==> src/rtl/node_reg_buffer_pkg.sv <==
// Shared helpers for the valid/ready pipeline node family: modulo pointer
// stepping and occupancy-counter sizing.
package node_pkg;

    // Per-cycle handshake events seen by a node.
    typedef struct packed {
        logic push;
        logic pop;
        logic flush;
    } node_ev_t;

    // Modulo-depth increment with an explicit wrap, so odd depths work.
    function automatic int unsigned wrap_inc(input int unsigned ptr,
                                             input int unsigned depth);
        return (ptr == depth - 1) ? 0 : ptr + 1;
    endfunction

    // Bits needed to represent an occupancy of 0..depth inclusive.
    function automatic int unsigned cnt_width(input int unsigned depth);
        return $clog2(depth + 1);
    endfunction

endpackage

==> src/rtl/node_reg_buffer_wrap_ctr.sv <==
// Modulo-DEPTH pointer with increment and synchronous clear; clear wins.
module node_wrap_ctr
    import node_pkg::*;
#(
    parameter int unsigned DEPTH = 2,
    parameter int unsigned PTR_W = $clog2(DEPTH)
) (
    input  logic             clk,
    input  logic             rst_n,
    input  logic             inc,
    input  logic             clr,
    output logic [PTR_W-1:0] ptr
);

    logic [PTR_W-1:0] r_ptr;

    always_ff @(posedge clk) begin
        if (!rst_n) begin
            r_ptr <= '0;
        end else if (clr) begin
            r_ptr <= '0;
        end else if (inc) begin
            r_ptr <= PTR_W'(wrap_inc(32'(r_ptr), DEPTH));
        end
    end

    assign ptr = r_ptr;

endmodule

==> src/rtl/node_reg_buffer.sv <==
// Valid/ready pipeline node with a DEPTH-entry circular buffer; every
// handshake output comes from flops, so no input reaches an output in one cycle.
module node_reg_buffer
    import node_pkg::*;
#(
    parameter int unsigned WIDTH = 32,
    parameter int unsigned DEPTH = 2,
    localparam int unsigned CNT_W = cnt_width(DEPTH)
) (
    input  logic             clk,
    input  logic             rst_n,
    input  logic [WIDTH-1:0] data_in,
    input  logic             up_valid_in,
    output logic             up_ready_out,
    output logic [WIDTH-1:0] data_out,
    output logic             dn_valid_out,
    input  logic             dn_ready_in,
    input  logic             flush_in,
    output logic [CNT_W-1:0] count_out
);

    localparam int unsigned PTR_W = $clog2(DEPTH);

    logic [WIDTH-1:0] r_mem [DEPTH];
    logic [CNT_W-1:0] r_count;
    logic [CNT_W-1:0] w_count_next;
    logic             r_up_ready;
    logic [PTR_W-1:0] w_wr_ptr;
    logic [PTR_W-1:0] w_rd_ptr;
    logic             w_valid;
    node_ev_t         w_ev;

    assign w_valid = (r_count != '0);

    // A push concurrent with flush is dropped; the pop still completes downstream.
    always_comb begin
        w_ev       = '0;
        w_ev.flush = flush_in;
        w_ev.push  = up_valid_in & r_up_ready & ~flush_in;
        w_ev.pop   = w_valid & dn_ready_in;
    end

    always_comb begin
        w_count_next = r_count;
        if (w_ev.flush) begin
            w_count_next = '0;
        end else begin
            case ({w_ev.push, w_ev.pop})
                2'b10:   w_count_next = r_count + CNT_W'(1);
                2'b01:   w_count_next = r_count - CNT_W'(1);
                default: w_count_next = r_count;
            endcase
        end
    end

    // Ready looks at next occupancy only, never at the current dn_ready_in.
    always_ff @(posedge clk) begin
        if (!rst_n) begin
            r_count    <= '0;
            r_up_ready <= 1'b0;
        end else begin
            r_count    <= w_count_next;
            r_up_ready <= (w_count_next < CNT_W'(DEPTH));
        end
    end

    always_ff @(posedge clk) begin
        if (rst_n && w_ev.push) begin
            r_mem[w_wr_ptr] <= data_in;
        end
    end

    node_wrap_ctr #(.DEPTH(DEPTH), .PTR_W(PTR_W)) u_wr_ctr (
        .clk   (clk),
        .rst_n (rst_n),
        .inc   (w_ev.push),
        .clr   (w_ev.flush),
        .ptr   (w_wr_ptr)
    );

    node_wrap_ctr #(.DEPTH(DEPTH), .PTR_W(PTR_W)) u_rd_ctr (
        .clk   (clk),
        .rst_n (rst_n),
        .inc   (w_ev.pop),
        .clr   (w_ev.flush),
        .ptr   (w_rd_ptr)
    );

    assign dn_valid_out = w_valid;
    assign data_out     = w_valid ? r_mem[w_rd_ptr] : '0;
    assign up_ready_out = r_up_ready;
    assign count_out    = r_count;

endmodule

==> config.mk <==
export PLATFORM = sky130hd
export DESIGN_NAME = node_reg_buffer
export DESIGN_NICKNAME = d
export VERILOG_FILES = /design/src/rtl/node_reg_buffer_pkg.sv /design/src/rtl/node_reg_buffer_wrap_ctr.sv /design/src/rtl/node_reg_buffer.sv
export SDC_FILE = /design/constraint.sdc
export NUM_CORES = 1
export LEC_CHECK = 0
export BUFFER_PORTS_ARGS = -buffer_cell sky130_fd_sc_hd__buf_2
export CELL_PAD_IN_SITES_DETAIL_PLACEMENT = 0
export CELL_PAD_IN_SITES_GLOBAL_PLACEMENT = 2
export CORE_UTILIZATION = 35
export CTS_BUF_LIST = sky130_fd_sc_hd__clkbuf_4
export DETAILED_ROUTE_END_ITERATION = 10
export PLACE_DENSITY = 0.75
export SLEW_MARGIN = 25
export SYNTH_ARGS = -nofsm -noshare
export SYNTH_HDL_FRONTEND = slang
export SYNTH_HIERARCHICAL = 1
export SYNTH_SLANG_ARGS = --single-unit
==> constraint.sdc <==
create_clock -name clk -period 4.5 [get_ports clk]
set_clock_uncertainty 0.15 [all_clocks]
set_input_delay 0.675 -clock clk [delete_from_list [all_inputs] [get_ports clk]]
set_output_delay 0.675 -clock clk [all_outputs]
set_load 0.03 [all_outputs]
# Word level (Yosys, flattened, before mapping)
# Memories as Yosys holds them, arrays and structs flattened. A register that Yosys moved wholly into a read port is not among the register bits.
# Index checks and enable logic that the tools add are counted.
[classes]
add_sub_neg = 4
magnitude_cmp = 1
eq_ne = 2
n_mux = 9
n_bitwise = 5
n_reduce_logical = 3
[op_table]
columns = ["cell", "count"]
rows = [
  ["$mux 32", 1],
  ["$mux 1", 6],
  ["$pmux 2 s2", 1],
  ["$and 1x1->1", 3],
  ["$add 1x1->1 const B", 2],
  ["$add 2x1->2 const B", 1],
  ["$eq 2x1->1 const B", 1],
  ["$eq 2x2->1 const B", 1],
  ["$lt 2x2->1 const B", 1],
  ["$mux 2", 1],
  ["$not 1->1", 2],
  ["$reduce_bool 2->1", 1],
  ["$reduce_or 2->1", 1],
  ["$sub 2x1->2 const B", 1],
  ["$logic_and 1x1->1", 1],
]
[word_totals]
regBits = 5
ram_bits = 64
inputBits = 37
wordCells = 29
memories = 1
[mem_list]
columns = ["name", "depth", "word_bits", "rd", "rd_ports_with_merged_regs", "write_ports", "line", "text"]
rows = [
  ["r_mem", 2, 32, 1, 1, 1, "node_reg_buffer.sv:24", "logic [WIDTH-1:0] r_mem [DEPTH];"],
]

# Longest topological paths before layout
# Gate-level depths: netlist of the first run.
[logic_depth]
word_depth = 6
ltp_mapped = 7

# Modules after synthesis
# The synthesis of the first run kept the hierarchy.
[modules_own_cells]
columns = ["module", "instances", "cells_each", "area_per_inst_um2", "seq_area_each_um2"]
rows = [
  ["node_reg_buffer", 1, 160, 2580.0, 1981.9],
  ["node_wrap_ctr", 2, 3, 41.3, 20.0],
]

# Worst setup path after synthesis of the first run
# OpenSTA, ideal clock, no wires.
[synth_path]
path_kind = "input-to-reg"
from = "in flush_in"
to = "mem r_mem[0][0], enable pin"
setup_time_ns = 0.461
arrival_time_ns = 3.022
required_time_ns = 3.889
slack_ns = 0.867
cell_stages = 3
n_path_buf = 0
cell_sequence = "inv_1 > nand2_1 > nor3_1"
[synth_via]
elab_chain_len = 5
[synth_lines]
columns = ["item", "line", "text"]
rows = [
  ["start, declared", "node_reg_buffer.sv:18", "input logic flush_in,"],
  ["$not 1->1", "node_reg_buffer.sv:39", "w_ev.push = up_valid_in & r_up_ready & ~flush_in;"],
  ["$and 1x1->1", "node_reg_buffer.sv:39", ""],
  ["$logic_and 1x1->1", "node_reg_buffer.sv:68", "if (rst_n && w_ev.push) begin"],
  ["$mux 1", "node_reg_buffer.sv:68", ""],
  ["$mux 1 (not written as such)", "node_reg_buffer.sv:69", "r_mem[w_wr_ptr] <= data_in;"],
  ["end, declared", "node_reg_buffer.sv:24", ""],
]
# No other way between the ends.

==> out/metrics.yaml, run 1 <==
power_and_ir_drop:
  p_per_area_nw_per_um2: 380
  seqPwrFrac: 0.556
  swShare: 0.202
  p_int_mw: 1.02
  leakage_nw: 1.24
  comb_power_share: 0.052
  max-vdd-ir-drop_mv: 0.203
  p_clk_frac: 0.392
  p_sw_mw: 0.258
synth:
  avgSynthCellArea_um2: 16.0
  synthAdderAreaFrac: 0.00470
  synth_top_family_by_area: "multiplexers"
  synth_ff_type: "edfxtp_1"
  synth_edf_count: 64
  synth_warnings: 6
  ys_ff_latch: 69
  yosys.area_share.simple: 0.0766
  syn-cell-area_um2: 2660
  synth-async-reset-ratio: 0
  muxShareOfSynthArea: 0.120
  synth_xor_area_frac: 0.0132
  syn_nets: 204
  postSynthCellCount: 166
  synth_cell_type_count: 19
  seq_area_frac_synth: 0.759
  synth-compound-area-share: 0.00705
clocking:
  clk_pin_slew_ps: 110
  cts.sinks: 69
  cts_root_buffer: "clkbuf_4"
  clock_latency_ps: 390
  h-tree-depth: 3
  clk_path_buf_depth: 2
  cts_made_buffers: 9
  cts_resized: 0
  post_cts_buffers: 0
  ctsHoldBuffers: 0
  tritoncts: "built"
critical_path:
  critPathMaxFanout: 22
  reg2reg_depth: 6
  cp-end-kind: "output pin"
  arrival_ps: 1740
  crit_required_ps: 3670
  worst_setup_path_start_kind: "flop"
  crit_type: "flop to output pin"
placement:
  dpl.hpwl_mm: 3.10
  numPlacedInstances: 334
  io_buffers: 72
  placed_area_um2: 3160
  gp_congestion: 0.676
sta:
  hold_viol_final: 0
  min_period_over_period: 0.570
  rsz0062_at_grt: "false"
  tightestPinTransition_ps: 440
  fmax_mhz: 390
  fin_tns_setup_ps: 0
  maxSlewHeadroom: 0.707
  whs_ps: 310
  fin_crit_ps: 2560
  finalSetupViolations: 0
  final-max-slew-violation-count: 0
global_routing:
  grt_pass1_wl_mm: 7.09
  grt_max_degree: 35
  grt_pass1_vias: 1439
  grt-ovfl-total: 0
  grt_use_total: 0.128
  antenna_found_initial: 0
cells_and_area:
  layout_commonest_cell: "buf_2"
  layout_common_cells: "72 x buf_2, 64 x edfxtp_1, 34 x nor2_1"
  area_delta_synth_final_pct: 26.3
  instances_no_fill: 351
  n_antenna_cell: 0
  final_cell_area_um2: 3360
  layout.nets: 285
  fin_util: 0.461
  drive_gt1_frac: 0.393
routing:
  vias: 1539
  routed_wl_mm: 4.85
  drc: 0
  firstDrtPassIters: 6
  ant_nets: 0
  wl_per_cell_um: 13.8
  first_iter_violations: 73
  vias_per_cell: 4.38
die:
  fp.dieH_um: 89.2
  num_rows: 31
  die_w_um: 89.2
  initial_core_util: 0.365
  core_area_um2: 7290
  io_pins: 73
  dieArea_um2: 7960
min_path:
  hold_class: "input pin to flop"
  hold_path_depth: 1
flow_run:
  maxCapViolations: 0
run_status:
  status: "finished, final reports clean"
-- power by group through the flow --
stage               registers [mW]  clock network [mW]  logic (mW)
floorplan                    0.726                   0      0.0319
global placement             0.725                   0      0.0648
detailed placement           0.726                   0      0.0660
CTS                          0.711               0.514      0.0661
global route                 0.711               0.539      0.0721
finish                       0.710               0.501      0.0659
-- registers in the layout, summed over array words and instances, names as in the netlist --
name	count
count_out	2
u_rd_ctr/ptr	1
r_mem	64
up_ready_out	1
u_wr_ctr/ptr	1
-- synth_stat cells (2+ instances only) --
library cell / count / area [um^2]
dfxtp_1: 5 / 100
xnor2_1: 3 / 26.3
nor2_1: 35 / 131
buf_2: 7 / 35.0
nand2_1: 3 / 11.3
nor3_1: 2 / 10.0
nor3b_2: 2 / 25.0
inv_1: 4 / 15.0
edfxtp_1: 64 / 1920
mux2i_1: 32 / 320
-- per-stage QoR --
step / setup slack, ps / power [mW]
2_1_floorplan: 867 / 0.758
3_3_place_gp: 2050 / 0.790
3_5_place_dp: 2060 / 0.792
4_1_cts: 1590 / 1.29
5_1_grt: 1810 / 1.32
6_report: 1940 / 1.28
-- path summary, 6_finish.rpt --
path	startpoint	to	slack, ps
setup / recovery	u_rd_ctr/ptr	data_out[9]	1940
hold / removal	data_in[25]	r_mem[1][25]	310
setup reg to reg	count_out[0]	count_out[1]	2420
hold reg to reg	count_out[1]	count_out[1]	410
-- cells by family (layout without fill, tap and decap cells) --
kind of cell             count (synthesis)  count (layout)
XOR/XNOR                                 4               4
adder cells (fa/ha/maj)                  1               1
multiplexers                            32              32
buffers and inverters                   11              97
AO/OA/AOI/OAI                            3               3
AND/OR/NAND/NOR                         46              46
flip-flops                              69              69
-- cell type report --
cell class,count,area (um^2)
fill,683,3930
inverter,4,15.0
clock buffer,10,75.1
tap,99,124
multi-input combinational,86,603
clock inverter,6,111
sequential,69,2020
timing repair buffer,77,410
-- layer usage --
| layer | wire length (um) | global-route usage | share of wire |
|---|---|---|---|
| met3 | 272 | 0.0388 | 0.056 |
| met5 | 0 | 0 | 0 |
| met1 | 2140 | 0.150 | 0.44 |
| met2 | 2360 | 0.210 | 0.49 |
| met4 | 72 | 0.0736 | 0.015 |
-- worst max-delay path: stages, from the launching register on --
cell	delay, ps
dfxtp_2	590
buf_12	260
mux2i_1	240
nor2_1	60
buf_2	190
(Power assumes the default switching activity.)
==> inputs of run 2 (changes only) <==
ABC_AREA = 1   (was unset)
PLACE_DENSITY = 0.79   (was 0.75)
clock period = 2.52 ns   (was 4.5 ns; I/O delays follow)
==> out/metrics.yaml, run 2 <==
synth:
  synth_top_area_share: 0.708
  post-synth-top-count-cell: "nand2_1"
  synth_edf_count: 64
  yosys.area_share.simple: 0.132
  avgSynthCellArea_um2: 12.3
  muxShareOfSynthArea: 0
  synth_area_leaders: "edfxtp_1 71%, nand2_1 11%, a21oi_1 6.1%, dfxtp_1 3.7%, inv_1 2.4%"
  syn-cell-area_um2: 2710
  synth_xor_area_frac: 0
  synth_warnings: 6
  synth_cell_type_count: 20
  postSynthCellCount: 220
  synthAdderAreaFrac: 0.00461
  yosysTopAreaCell: "edfxtp_1"
  synth_ff_type: "edfxtp_1"
  synth-async-reset-ratio: 0
  syn_nets: 258
  ys_ff_latch: 69
  synth_top_family_by_area: "simple AND/OR/NAND/NOR gates"
  synth_commonest_cells: "76 x nand2_1, 64 x edfxtp_1, 33 x a21oi_1"
  synth-compound-area-share: 0.0636
  seq_area_frac_synth: 0.745
placement:
  gp_congestion: 0.751
  dpl.hpwl_mm: 3.43
  io_buffers: 72
  numPlacedInstances: 388
die:
  num_rows: 31
  dieArea_um2: 8110
  core_area_um2: 7370
  die_w_um: 90.1
  initial_core_util: 0.368
  fp.dieH_um: 90.1
  io_pins: 73
power_and_ir_drop:
  leakage_nw: 1.51
  max-vdd-ir-drop_mv: 0.261
  p_total_mw: 1.99
  p_per_area_nw_per_um2: 552
critical_path:
  crit_required_ps: 1990
  max_stage_delay_ps: 420
  crit_type: "flop to output pin"
  path_cells: "inv_2 -> nand2_1 -> a21oi_1 -> buf_2"
  worst_setup_path_start_kind: "flop"
  path_delay_family: "buffers and inverters"
  cp-end-kind: "output pin"
  slowest_stage: "inv_2"
  critPathMaxFanout: 32
  critPathBufInv: 2
  arrival_ps: 1720
routing:
  drc: 0
  wl_per_cell_um: 12.7
  firstDrtPassIters: 4
  ant_nets: 0
  first_iter_violations: 61
  routed_wl_mm: 5.51
  vias: 1904
  vias_per_cell: 4.39
global_routing:
  grt_max_degree: 33
  gr-max-usage-layer: "met2"
  grtUsageMet2: 0.244
  grt_use_total: 0.144
  grt_pass1_vias: 1837
  use_met3: 0.0398
  grt-ovfl-total: 0
  grt_pass1_wl_mm: 8.70
  antenna_found_initial: 0
  grtUsageMet1: 0.164
sta:
  fin_tns_setup_ps: 0
  finalSetupViolations: 0
  fin_crit_ps: 2250
  final-max-slew-violation-count: 0
  min_period_over_period: 0.894
  rsz0062_at_grt: "false"
  hold_viol_final: 0
  whs_ps: 34.7
  fmax_mhz: 444
  tightestPinTransition_ps: 558
  maxSlewHeadroom: 0.627
cells_and_area:
  fillCellCount: 706
  drive_gt1_frac: 0.304
  area_delta_synth_final_pct: 32.9
  layout.nets: 368
  n_antenna_cell: 0
  largest_register_ffs: 64
  fin_util: 0.489
  seq_area_um2: 2020
  layout_commonest_cell: "nand2_1"
  multi_input_area_um2: 557
  layout_common_cells: "76 x nand2_1, 72 x buf_2, 64 x edfxtp_1"
  instances_no_fill: 434
  largest-register: "r_mem"
clocking:
  cts_resized: 0
  cts_made_buffers: 9
  clk_path_buf_depth: 2
  h-tree-depth: 3
  clock_latency_ps: 390
  clk_pin_slew_ps: 100
  post_cts_buffers: 0
  cts.sinks: 69
  tritoncts: "built"
  cts_root_buffer: "clkbuf_4"
run_status:
  status: "finished, final reports clean"
flow_run:
  maxCapViolations: 0
min_path:
  hold_class: "input pin to flop"
run 2: cell types whose count changed in the layout (fill, tap and decap cells not counted), sizes merged, moves of 2 or more:
cell	before	now
buf	77	79
mux2i	32	0
clkbuf	10	12
xnor2	3	0
dlygate4sd3	0	30
nor3b	2	0
bufinv	3	0
nand2	3	76
inv	4	19
nor2	35	5
nand3	0	2
clkinv	2	4
a21oi	1	33
run 2: logic make-up (layout without fill, tap and decap cells):
kind of cell,after synthesis,count (layout)
AO/OA/AOI/OAI,34,34
adder cells (fa/ha/maj),1,1
buffers and inverters,29,144
flip-flops,69,69
AND/OR/NAND/NOR,87,87
run 2: power by group:
| part | total (mW) | internal (mW) | leakage [nW] | switching [mW] |
|---|---|---|---|---|
| Combinational | 0.151 | 0.0708 | 0.827 | 0.0802 |
| Sequential | 1.27 | 1.26 | 0.619 | 0.00462 |
| Clock | 0.574 | 0.227 | 0.0662 | 0.347 |
run 2: area by class of cell:
class | count | share of cell area
clock buffers | 12 | 0.0250
clock inverters | 4 | 0.00486
inverters | 19 | 0.0198
multi-input cells | 122 | 0.154
flip-flops and latches | 69 | 0.561
well taps | 99 | 0.0343
repair buffers | 109 | 0.201
run 2: timing repair:
| item | CTS | global route |
|---|---|---|
| setup endpoints to repair | 0 | 0 |
| hold buffers | 27 | 3 |
| endpoints found under the hold margin | 49 | 6 |
run 2: worst paths after layout:
check | startpoint | to | slack, ps | cells after the start
max | u_rd_ctr/ptr | data_out[29] | 270 | 4
min | data_in[12] | r_mem[0][12] | 30 | 1
max reg2reg | up_ready_out | r_mem[1][6] | 800 | 4
min reg2reg | u_wr_ctr/ptr | u_wr_ctr/ptr | 430 | 3
run 2: routing by layer:
| metal | wire length [um] | part of all wire |
|---|---|---|
| met4 | 122 | 0.022 |
| met5 | 0 | 0 |
| met1 | 2350 | 0.43 |
| met3 | 238 | 0.043 |
| met2 | 2790 | 0.51 |
run 2: metrics by stage:
step	setup slack (ps)	cell area, um^2
after floorplan	272	2730
after global placement	641	3200
after detailed placement	616	3200
after CTS	223	3580
after global routing	89.5	3610
final	268	3610
run 2: worst reg2reg max path, cell delays in order (launching register included):
cell	delay, ps
dfxtp_1	340
inv_1	50
nor3_2	230
and3_2	430
buf_12	230
==> inputs of run 3 (changes only) <==
PLACE_DENSITY = unset   (was 0.79)
PLACE_DENSITY_LB_ADDON = 0.25   (was unset)
clock period = 2.3 ns   (was 2.52 ns; I/O delays follow)
==> out/metrics.yaml, run 3 (synthesized netlist as in run 2, its figures left out) <==
routing:
  dr_wl_met2_mm: 2.61
  drc: 0
  dr_wl_met3_um: 255
  first_iter_violations: 68
  wl_per_cell_um: 12.8
  routed_wl_mm: 5.56
  firstDrtPassIters: 4
  wl_met1_mm: 2.62
  top_layer: "met4"
  vias: 1905
  vias_per_cell: 4.39
  ant_nets: 0
critical_path:
  ff2ff_setup_slack_ps: 470
  critPathMaxFanout: 32
  crit_required_ps: 1800
  arrival_ps: 1650
  reg2reg_depth: 9
  cp-end-kind: "output pin"
  worst_setup_path_start_kind: "flop"
  crit_type: "flop to output pin"
die:
  initial_core_util: 0.368
  io_pins: 73
  die_w_um: 90.1
  num_rows: 31
  dieArea_um2: 8110
  fp.dieH_um: 90.1
  core_area_um2: 7370
clocking:
  h-tree-depth: 3
  cts_made_buffers: 9
  cts_root_buffer: "clkbuf_4"
  post_cts_buffers: 0
  clk_pin_slew_ps: 110
  cts.sinks: 69
  clk_path_buf_depth: 2
  clock_latency_ps: 390
  tritoncts: "built"
placement:
  gp_congestion: 0.667
  dpl.hpwl_mm: 3.33
  io_buffers: 72
  dp_slack_ps: 478
  placed_area_um2: 3190
  numPlacedInstances: 387
sta:
  setup_ws_ps: 159
  fmax_mhz: 467
  rsz0062_at_grt: "false"
  fin_crit_ps: 2140
  finalSetupViolations: 0
  maxSlewHeadroom: 0.688
  fin_tns_setup_ps: 0
  tightestPinTransition_ps: 468
  hold_viol_final: 0
  whs_ps: 75.5
  min_period_over_period: 0.931
  final-max-slew-violation-count: 0
cells_and_area:
  layout_common_cells: "76 x nand2_1, 72 x buf_2, 64 x edfxtp_1"
  n_antenna_cell: 0
  layout_commonest_cell: "nand2_1"
  largest-register: "r_mem"
  final_cell_area_um2: 3640
  largest_register_ffs: 64
  fillCellCount: 707
  drive_gt1_frac: 0.304
  instances_no_fill: 434
  layout.nets: 369
  area_delta_synth_final_pct: 34.3
global_routing:
  grt_pass1_vias: 1922
  grt_pass1_wl_mm: 8.90
  grt_use_total: 0.144
  grt-ovfl-total: 0
  antenna_found_initial: 0
  grt_max_degree: 35
min_path:
  hold_class: "input pin to flop"
  hold_path_depth: 3
power_and_ir_drop:
  leakage_nw: 1.53
  max-vdd-ir-drop_mv: 0.316
  p_per_area_nw_per_um2: 631
run_status:
  status: "finished, final reports clean"
flow_run:
  maxCapViolations: 0
run 3: changes by cell type in the layout (fill, tap and decap cells not counted), sizes merged:
| cell | previous run | this run |
|---|---|---|
| dlygate4sd3 | 30 | 32 |
| buf | 79 | 78 |
| clkinvlp | 0 | 1 |
| clkbuf | 12 | 10 |
| bufinv | 0 | 1 |
| inv | 19 | 18 |
run 3: worst max-delay path, stage by stage (launching register included):
cell,delay [ps]
dfxtp_1,380
clkinv_2,390
nand2_1,180
a21oi_1,110
buf_2,190
run 3: path summary, 6_finish.rpt:
check                    start           end
setup / recovery  u_rd_ctr/ptr  data_out[28]
hold / removal           rst_n  up_ready_out
setup reg to reg  count_out[0]  up_ready_out
hold reg to reg   count_out[0]  count_out[0]
run 3: final cells by class:
| class | count | area (um^2) | share of cell area |
|---|---|---|---|
| clock buffer | 10 | 75.1 | 0.0206 |
| clock inverter | 5 | 52.6 | 0.0144 |
| inverter | 19 | 72.6 | 0.0199 |
| multi-input combinational | 122 | 557 | 0.153 |
| sequential | 69 | 2020 | 0.555 |
| tap | 99 | 124 | 0.0340 |
| timing repair buffer | 110 | 742 | 0.204 |
run 3: metrics by stage:
step	power [mW]	util
floorplan	1.48	-
CTS	2.32	0.494
global placement	1.54	0.433
global route	2.39	0.495
finish	2.30	0.495
detailed placement	1.55	0.433
run 3: repair_timing:
item,4_1_cts,5_1_grt
hold buffers,32,0
hold endpoints to repair,64,0
gates resized for setup,0,2
endpoints found under the setup margin,0,5
run 3: layer usage:
metal,global-route usage,vias to the layer above
li1,-,969
met1,0.183,876
met2,0.233,54
met3,0.0338,6
met4,0.0685,0
met5,0,-
run 3: report_power, final:
part	total [mW]	leakage (nW)	internal, mW	switching [mW]
registers	1.39	0.619	1.38	0.00476
logic	0.170	0.836	0.0804	0.0894
clock network	0.740	0.0720	0.333	0.408
total	2.30	1.53	1.80	0.502
